[src/rtl/rca_serial_32bit_pkg.sv]
// Shared definitions for the chunked ripple-carry adder: FSM state encodings,
// default geometry and the index-width helper.
package rca_serial_32bit_pkg;

    typedef enum logic [1:0] {
        ST_IDLE = 2'd0,
        ST_BUSY = 2'd1,
        ST_DONE = 2'd2
    } state_e;

    localparam int DEF_WIDTH   = 32;
    localparam int DEF_CHUNK_W = 8;

    // A single-chunk build still needs a 1-bit index register.
    function automatic int idx_width(input int nchunk);
        return (nchunk > 1) ? $clog2(nchunk) : 1;
    endfunction

endpackage

[src/rtl/rca_chunk.sv]
// Combinational CHUNK_W-bit ripple adder slice; also exports the carry into
// its MSB so the top can derive signed overflow on the final chunk.
module rca_chunk #(
    parameter int W = 8
) (
    input  logic [W-1:0] a,
    input  logic [W-1:0] b,
    input  logic         cin,
    output logic [W-1:0] sum,
    output logic         cout,
    output logic         c_msb
);

    logic [W:0] c;

    always_comb begin
        c    = '0;
        sum  = '0;
        c[0] = cin;
        for (int i = 0; i < W; i++) begin
            sum[i]   = a[i] ^ b[i] ^ c[i];
            c[i+1]   = (a[i] & b[i]) | (c[i] & (a[i] ^ b[i]));
        end
    end

    assign cout  = c[W];
    assign c_msb = c[W-1];

endmodule

[src/rtl/rca_serial_32bit.sv]
// Multi-cycle chunked ripple-carry adder with valid/ready on both sides.
// Optional signed-overflow output is enabled by defining RCA_OVF_FLAG_EN.
//
// state   | meaning
// IDLE    | in_ready=1, waiting for operands
// BUSY    | adding one CHUNK_W slice per cycle, carry held in creg_q
// DONE    | out_valid=1, result held until out_ready
module rca_serial_32bit
    import rca_serial_32bit_pkg::*;
#(
    parameter int WIDTH   = DEF_WIDTH,
    parameter int CHUNK_W = DEF_CHUNK_W
) (
    input  logic             clk,
    input  logic             rst,
    input  logic             in_valid,
    output logic             in_ready,
    input  logic [WIDTH-1:0] a,
    input  logic [WIDTH-1:0] b,
    input  logic             carry_in,
    output logic             out_valid,
    input  logic             out_ready,
    output logic [WIDTH-1:0] sum,
`ifdef RCA_OVF_FLAG_EN
    output logic             carry,
    output logic             overflow
`else
    output logic             carry
`endif
);

    localparam int                NCHUNK   = WIDTH / CHUNK_W;
    localparam int                IDX_W    = idx_width(NCHUNK);
    localparam logic [IDX_W-1:0]  LAST_IDX = IDX_W'(NCHUNK - 1);
    localparam logic [WIDTH-1:0]  CHUNK_MASK = WIDTH'({CHUNK_W{1'b1}});

    state_e             state_q, state_d;
    logic [IDX_W-1:0]   idx_q, idx_d;
    logic               creg_q, creg_d;
    logic [WIDTH-1:0]   a_q, a_d;
    logic [WIDTH-1:0]   b_q, b_d;
    logic [WIDTH-1:0]   sum_q, sum_d;
    logic               carry_q, carry_d;
    logic               ovf_q, ovf_d;

    logic [31:0]        chunk_sh;
    logic [CHUNK_W-1:0] chunk_a, chunk_b, chunk_sum;
    logic               chunk_cout, chunk_c_msb;

    // Slice selection by shifting keeps the index arithmetic width-agnostic.
    assign chunk_sh = 32'(idx_q) * 32'(CHUNK_W);
    assign chunk_a  = CHUNK_W'(a_q >> chunk_sh);
    assign chunk_b  = CHUNK_W'(b_q >> chunk_sh);

    rca_chunk #(
        .W (CHUNK_W)
    ) u_chunk (
        .a     (chunk_a),
        .b     (chunk_b),
        .cin   (creg_q),
        .sum   (chunk_sum),
        .cout  (chunk_cout),
        .c_msb (chunk_c_msb)
    );

    always_comb begin
        state_d = state_q;
        idx_d   = idx_q;
        creg_d  = creg_q;
        a_d     = a_q;
        b_d     = b_q;
        sum_d   = sum_q;
        carry_d = carry_q;
        ovf_d   = ovf_q;
        unique case (state_q)
            ST_IDLE: begin
                if (in_valid) begin
                    a_d     = a;
                    b_d     = b;
                    creg_d  = carry_in;
                    idx_d   = '0;
                    ovf_d   = 1'b0;
                    state_d = ST_BUSY;
                end
            end
            ST_BUSY: begin
                sum_d  = (sum_q & ~(CHUNK_MASK << chunk_sh))
                       | (WIDTH'(chunk_sum) << chunk_sh);
                creg_d = chunk_cout;
                if (idx_q == LAST_IDX) begin
                    idx_d   = '0;
                    carry_d = chunk_cout;
                    ovf_d   = chunk_c_msb ^ chunk_cout;
                    state_d = ST_DONE;
                end else begin
                    idx_d = idx_q + IDX_W'(1);
                end
            end
            ST_DONE: begin
                if (out_ready) begin
                    state_d = ST_IDLE;
                end
            end
            default: state_d = ST_IDLE;
        endcase
    end

    always_ff @(posedge clk or posedge rst) begin
        if (rst) begin
            state_q <= ST_IDLE;
            idx_q   <= '0;
            creg_q  <= 1'b0;
            a_q     <= '0;
            b_q     <= '0;
            sum_q   <= '0;
            carry_q <= 1'b0;
            ovf_q   <= 1'b0;
        end else begin
            state_q <= state_d;
            idx_q   <= idx_d;
            creg_q  <= creg_d;
            a_q     <= a_d;
            b_q     <= b_d;
            sum_q   <= sum_d;
            carry_q <= carry_d;
            ovf_q   <= ovf_d;
        end
    end

    assign in_ready  = (state_q == ST_IDLE);
    assign out_valid = (state_q == ST_DONE);
    assign sum       = sum_q;
    assign carry     = carry_q;

`ifdef RCA_OVF_FLAG_EN
    assign overflow = ovf_q;
`else
    logic unused_ovf;
    assign unused_ovf = ovf_q ^ chunk_c_msb;
`endif

endmodule

[config.mk]
export PLATFORM = sky130hd
export DESIGN_NAME = rca_serial_32bit
export DESIGN_NICKNAME = d
export VERILOG_FILES = /design/src/rtl/rca_serial_32bit_pkg.sv /design/src/rtl/rca_chunk.sv /design/src/rtl/rca_serial_32bit.sv
export SDC_FILE = /design/constraint.sdc
export NUM_CORES = 1
export LEC_CHECK = 0
export ABC_AREA = 1
export CORE_MARGIN = 1.5
export CORE_UTILIZATION = 24
export CTS_CLUSTER_DIAMETER = 150
export DETAILED_ROUTE_END_ITERATION = 10
export MAX_ROUTING_LAYER = met4
export PLACE_DENSITY_LB_ADDON = 0.15
export SYNTH_ARGS = -nofsm -noshare
export SYNTH_HDL_FRONTEND = slang
export SYNTH_SLANG_ARGS = --single-unit
[constraint.sdc]
create_clock -name clk -period 5.1 [get_ports clk]
set_clock_uncertainty 0.2 [all_clocks]
set_input_delay 0.51 -clock clk [delete_from_list [all_inputs] [get_ports clk]]
set_output_delay 0.51 -clock clk [all_outputs]
set_load 0.02 [all_outputs]
Word level (Yosys, flattened, before mapping)
Cells that the tools add are included.
{"block": "totals", "ff_bits": 102, "in_bits": 69, "out_inout_bits": 35, "elab_cells": 76}
{"block": "op_classes", "addsub": 1, "eq_ne": 6, "n_shift": 4, "n_mux": 9, "bitwise_logic": 43, "n_reduce_logical": 6}
{"op": "right shift 32 x 5 -> 8 bit", "n": 2}
{"op": "AND 32 bit", "n": 1}
{"op": "NOT 32 bit", "n": 1}
{"op": "bitwise OR 32 bit", "n": 1}
{"op": "left shift 8 x 5 -> 32 bit", "n": 1}
{"op": "left shift 8 x 5 -> 32 bit (first input constant)", "n": 1}
{"op": "AND 1 bit", "n": 16}
{"op": "bitwise XOR 1 bit", "n": 16}
{"op": "2-to-1 mux 2 bit", "n": 5}
{"op": "bitwise OR 1 bit", "n": 8}
{"op": "case mux 2 bit (3 select lines)", "n": 1}
{"op": "AND reduction 2 bit", "n": 3}
{"op": "equality test 2 bit (second input constant)", "n": 2}
{"op": "!= test 2 bit (second input constant)", "n": 2}
{"op": "case mux 2 bit (2 select lines)", "n": 1}
{"op": "AND reduction 3 bit", "n": 1}
{"op": "adder 2 x 1 -> 2 bit (second input constant)", "n": 1}
{"op": "equality test 2 x 1 -> 1 bit (second input constant)", "n": 1}
{"op": "zero test 2 bit", "n": 1}
{"op": "!= test 2 x 1 -> 1 bit (second input constant)", "n": 1}
{"op": "case mux 1 bit (2 select lines)", "n": 1}
{"op": "nonzero test 2 bit", "n": 1}
{"op": "2-to-1 mux 1 bit", "n": 1}

Logic depth before layout (Yosys ltp)
{"block": "logic_depth", "depth_word": 19, "mapped_depth": 18}

By module
A second synthesis with hierarchy kept.
{"block": "hier_totals", "cells_unflattened": 639, "hier_area_um2": 4998.5}
{"mod": "rca_serial_32bit", "instances": 1, "cells_per_inst": 621, "area_per_inst_um2": 4800.9}
{"mod": "rca_chunk", "instances": 1, "cells_per_inst": 18, "area_per_inst_um2": 197.7}

Least setup slack after synthesis
Ideal clock, no wire load.
{"block": "synth_path", "kind": "register -> register", "startpoint": "register idx_q[0]", "endpoint": "register sum_q[31] (netlist: sum[31])", "setup_ns": 0.117, "arrival_time_ns": 4.158, "required_time_ns": 4.783, "slack_ns": 0.625, "stages_incl_launch_ff": 19, "n_path_buf": 1, "synth_period_minus_slack_ns": 4.475, "cell_sequence": "dfrtp_1 > inv_2 > clkbuf_1 > nand2_1 > nand3_1 > nand2_1 > fa_1 > fa_1 > fa_1 > fa_1 > fa_1 > fa_1 > inv_1 > fa_1 > fa_1 > nand2_1 > inv_1 > nand2_1 > nand2_1"}
{"block": "synth_via", "elab_chain_cells": 19, "elab_cells_between_ends": 37, "classes_between": "shift (4); bitwise (33)"}
{"item": "start: declaration", "line_no": "rca_serial_32bit.sv:38", "text": "logic [IDX_W-1:0] idx_q, idx_d;"}
{"item": "start signal: assignment", "line_no": "rca_serial_32bit.sv:120", "text": "idx_q <= idx_d;"}
{"item": "right shift 32 x 5 -> 8 bit (on tied branches)", "line_no": "rca_serial_32bit.sv:52, rca_serial_32bit.sv:53"}
{"item": "bitwise XOR 1 bit", "line_no": "rca_chunk.sv:22", "text": "c[i+1] = (a[i] & b[i]) | (c[i] & (a[i] ^ b[i]));"}
{"item": "AND 1 bit", "line_no": "rca_chunk.sv:22"}
{"item": "bitwise OR 1 bit", "line_no": "rca_chunk.sv:22"}
{"item": "AND 1 bit", "line_no": "rca_chunk.sv:22"}
{"item": "bitwise OR 1 bit", "line_no": "rca_chunk.sv:22"}
{"item": "AND 1 bit", "line_no": "rca_chunk.sv:22"}
{"item": "bitwise OR 1 bit", "line_no": "rca_chunk.sv:22"}
{"item": "[... 3 more ...]"}
{"item": "bitwise OR 1 bit", "line_no": "rca_chunk.sv:22"}
{"item": "AND 1 bit", "line_no": "rca_chunk.sv:22"}
{"item": "bitwise OR 1 bit", "line_no": "rca_chunk.sv:22"}
{"item": "AND 1 bit", "line_no": "rca_chunk.sv:22"}
{"item": "bitwise OR 1 bit", "line_no": "rca_chunk.sv:22"}
{"item": "bitwise XOR 1 bit", "line_no": "rca_chunk.sv:21", "text": "sum[i] = a[i] ^ b[i] ^ c[i];"}
{"item": "left shift 8 x 5 -> 32 bit", "line_no": "rca_serial_32bit.sv:88", "text": "| (WIDTH'(chunk_sum) << chunk_sh);"}
{"item": "bitwise OR 32 bit (*)", "line_no": "rca_serial_32bit.sv:88"}
{"item": "end signal: assignment", "line_no": "rca_serial_32bit.sv:124", "text": "sum_q <= sum_d;"}
{"item": "end: declaration", "line_no": "rca_serial_32bit.sv:42", "text": "logic [WIDTH-1:0] sum_q, sum_d;"}
Mark *: on every way between the ends. The rest lies on a longest branch, timed or not.
A chain may end at the register's enable or synchronous reset.

Worst setup path in the final report
{"block": "layout_path", "startpoint": "register idx_q[0]", "endpoint": "register sum_q[7] (netlist: sum[7])"}
The elaborated chain is that of the path after synthesis.

==> impl_metrics.json <==
{
  "status": "complete, no violations",
  "io_pins": 104,
  "worstSetupPathType": "flip-flop to flip-flop",
  "cts-root-buf": "clkbuf_16",
  "critPathCaptureType": "flip-flop",
  "grt_pass1_wl_mm": 22.6,
  "cts.sinks": 102,
  "area_delta_synth_final_pct": 32.1,
  "cts_setup_buffers": 0,
  "path_depth": 17,
  "arrival_ps": 4540,
  "use_met1": 0.172,
  "dr.pass1.iters": 4,
  "switching_share": 0.450,
  "clock_power_share": 0.156,
  "place.gp.congestion": 0.860,
  "routed_wl_mm": 13.8,
  "drt_iter0_drc": 225,
  "cts_max_level": 3,
  "die_h_um": 145,
  "grt_antenna_before_repair": 0,
  "clk_latency_ps": 350,
  "power.density_mw_per_mm2": 709,
  "intPower_mw": 2.49,
  "crit_path_start_kind": "flip-flop",
  "cap_violations": 0,
  "max_freq_mhz": 222,
  "syn-num-nets": 688,
  "vias": 4114,
  "startpoint": "idx_q[0]",
  "grt-ovfl-total": 0,
  "ys_seq_area_frac": 0.528,
  "viasPerCell": 4.26,
  "critPathMaxStageDelay_ps": 430,
  "grt.met3_usage": 0.0292,
  "synth-seq-cells": 102,
  "slew_headroom": 0.207,
  "drv_slew": 0,
  "hold_violations": 0,
  "grt_max_degree": 67,
  "crit_top_cell": "fa_1",
  "avgSynthCellArea_um2": 7.96,
  "die_x_um": 145,
  "tritoncts": "done",
  "syn-cell-area_mm2": 0.00483,
  "required_ps": 5140,
  "nets": 776,
  "leakagePower_nw": 3.16,
  "power_frac_seq": 0.325,
  "path_cells": "buf_4, nand2_1, nand3_1, nand2_1, fa_1, fa_1, fa_1, fa_1, fa_1, fa_1, inv_1, fa_1, fa_1, inv_1, nor2_1, nand2_1, nand2_1",
  "met2_usage": 0.235,
  "grt.total_usage": 0.141,
  "reg2reg_to": "sum[7]",
  "io_buffers": 103,
  "comb_power_share": 0.519,
  "crit_end": "sum[7]",
  "cts_buffers": 9,
  "power_switching_mw": 2.04,
  "hold_path_class": "flip-flop to flip-flop",
  "ant_nets": 0,
  "period_share": 0.882,
  "hold_buffers": 0,
  "setup-tns-final_ps": 0,
  "core_mm2": 0.0196,
  "setup_violations": 0,
  "reg2reg_depth": 17,
  "cts.repair.resized": 0,
  "rsz0062_at_grt": "false",
  "reg2reg_setup_slack_ps": 600,
  "post-route-min-period_ps": 4500,
  "r2r-start": "idx_q[0]",
  "yosysUniqueCellTypes": 19,
  "final_layout_size_suffix_gt1_frac": 0.0500,
  "ir_worst_vdd_uv": 271,
  "clk_path_buf_depth": 2,
  "grt_pass1_vias": 4260,
  "final.fill_count": 2097,
  "start_util": 0.247,
  "critical_path_buf_inv_count": 3,
  "worst_pin_slew_ps": 1190,
  "dieArea_mm2": 0.0210,
  "rows": 51,
  "cp_slowest_cell": "fa_1",
  "dp_hpwl_mm": 10.6,
  "grt-busiest-layer": "met2",
  "synthCells": 607,
  "drc": 0,
  "crit_fanout": 21,
  "yosysWarnings": 0,
  "whs_path_depth": 2,
  "clk_pin_slew_ps": 70,
  "num_antenna_cells": 0,
  "wire_per_inst_um": 14.3,
  "power_mw": 4.53,
  "crit_family": "adder cells"
}
## power groups by stage
stage	Clock [mW]	Sequential [mW]	Combinational, mW
finish	0.707	1.47	2.35
CTS	0.726	1.48	2.40
global placement	0	1.49	2.37
global route	0.758	1.52	2.68
detailed placement	0	1.50	2.39
floorplan	0	1.53	1.47
## cell usage in the layout (no fill, tap or decap), drive strengths merged
master and count:
buf 9, bufinv 1, clkbuf 11, clkdlybuf4s50 102
clkinv 1, clkinvlp 3, dfrtp 102, fa 8
ha 4, inv 16, nand2 326, nand3 91
nor2 19, o211ai 4, o21ai 2, o31ai 1
## Yosys cell counts
cell      number  share of area
o31ai_1        1         0.0016
o21ai_1        1         0.0010
nand3_1       91          0.094
nor2_2         1         0.0013
clkbuf_1      11         0.0085
nor2_1        15          0.012
nand2_2        1         0.0013
buf_1          1        0.00078
dfrtp_1      102           0.53
inv_2          3         0.0023
inv_1         13          0.010
nor2_4         3         0.0070
o211ai_1       4         0.0062
buf_2         10          0.010
buf_4         12          0.019
o21ai_0        1         0.0010
ha_1           4          0.010
fa_1           8          0.033
nand2_1      325           0.25
## kinds of logic after synthesis
group	Yosys count	synth area share
buffers and inverters	50	0.0507
AO/OA/AOI/OAI	7	0.00984
AND/OR/NAND/NOR	436	0.368
flip-flops	102	0.528
adder cells (fa/ha/maj)	12	0.0435
## worst min path at each step
stage,start,to,slack (ps)
2_1_floorplan,a_q[13],a_q[13],240
3_3_place_gp,sum[3],sum[3],260
3_5_place_dp,sum[9],sum[9],260
4_1_cts,sum[9],sum[9],270
5_1_grt,sum[19],sum[19],300
6_report,sum[3],sum[3],270
## metrics by stage
step	utilization	instance area (um2)	setup slack, ps	hold WS, ps	instances
floorplan	-	4830	625	242	607
global placement	0.310	6080	654	259	949
detailed placement	0.310	6080	621	257	949
CTS	0.326	6390	605	274	965
global route	0.326	6390	322	302	965
finish	0.326	6390	600	270	965
## worst register-to-register path, stage by stage (launching register included)
cell	delay (ps)
dfrtp_1	420
buf_4	260
nand2_1	90
nand3_1	90
nand2_1	70
fa_1	380
fa_1	390
fa_1	390
fa_1	390
fa_1	400
fa_1	390
inv_1	80
fa_1	180
fa_1	430
inv_1	60
nor2_1	40
nand2_1	70
nand2_1	50
## state kept, by name, indices dropped and copies added (netlist names)
register / cells
creg_q: 1
b_q: 32
a_q: 32
carry: 1
state_q: 2
idx_q: 2
sum: 32
## layer usage
metal	vias to the layer above	part of all wire
li1	2081	-
met2	89	0.49
met3	16	0.037
met5	-	0
met1	1928	0.46
met4	0	0.014
## cell type report
class                   count  area (um2)  share of cell area
well taps                 265         332              0.0519
clock buffers              11         253              0.0396
clock inverters             5        57.6             0.00901
multi-input cells         455        2040               0.320
flip-flops and latches    102        2550               0.400
inverters                  16        62.6             0.00980
repair buffers            111        1090               0.170
No activity file was read; power rests on OpenSTA's default activity.
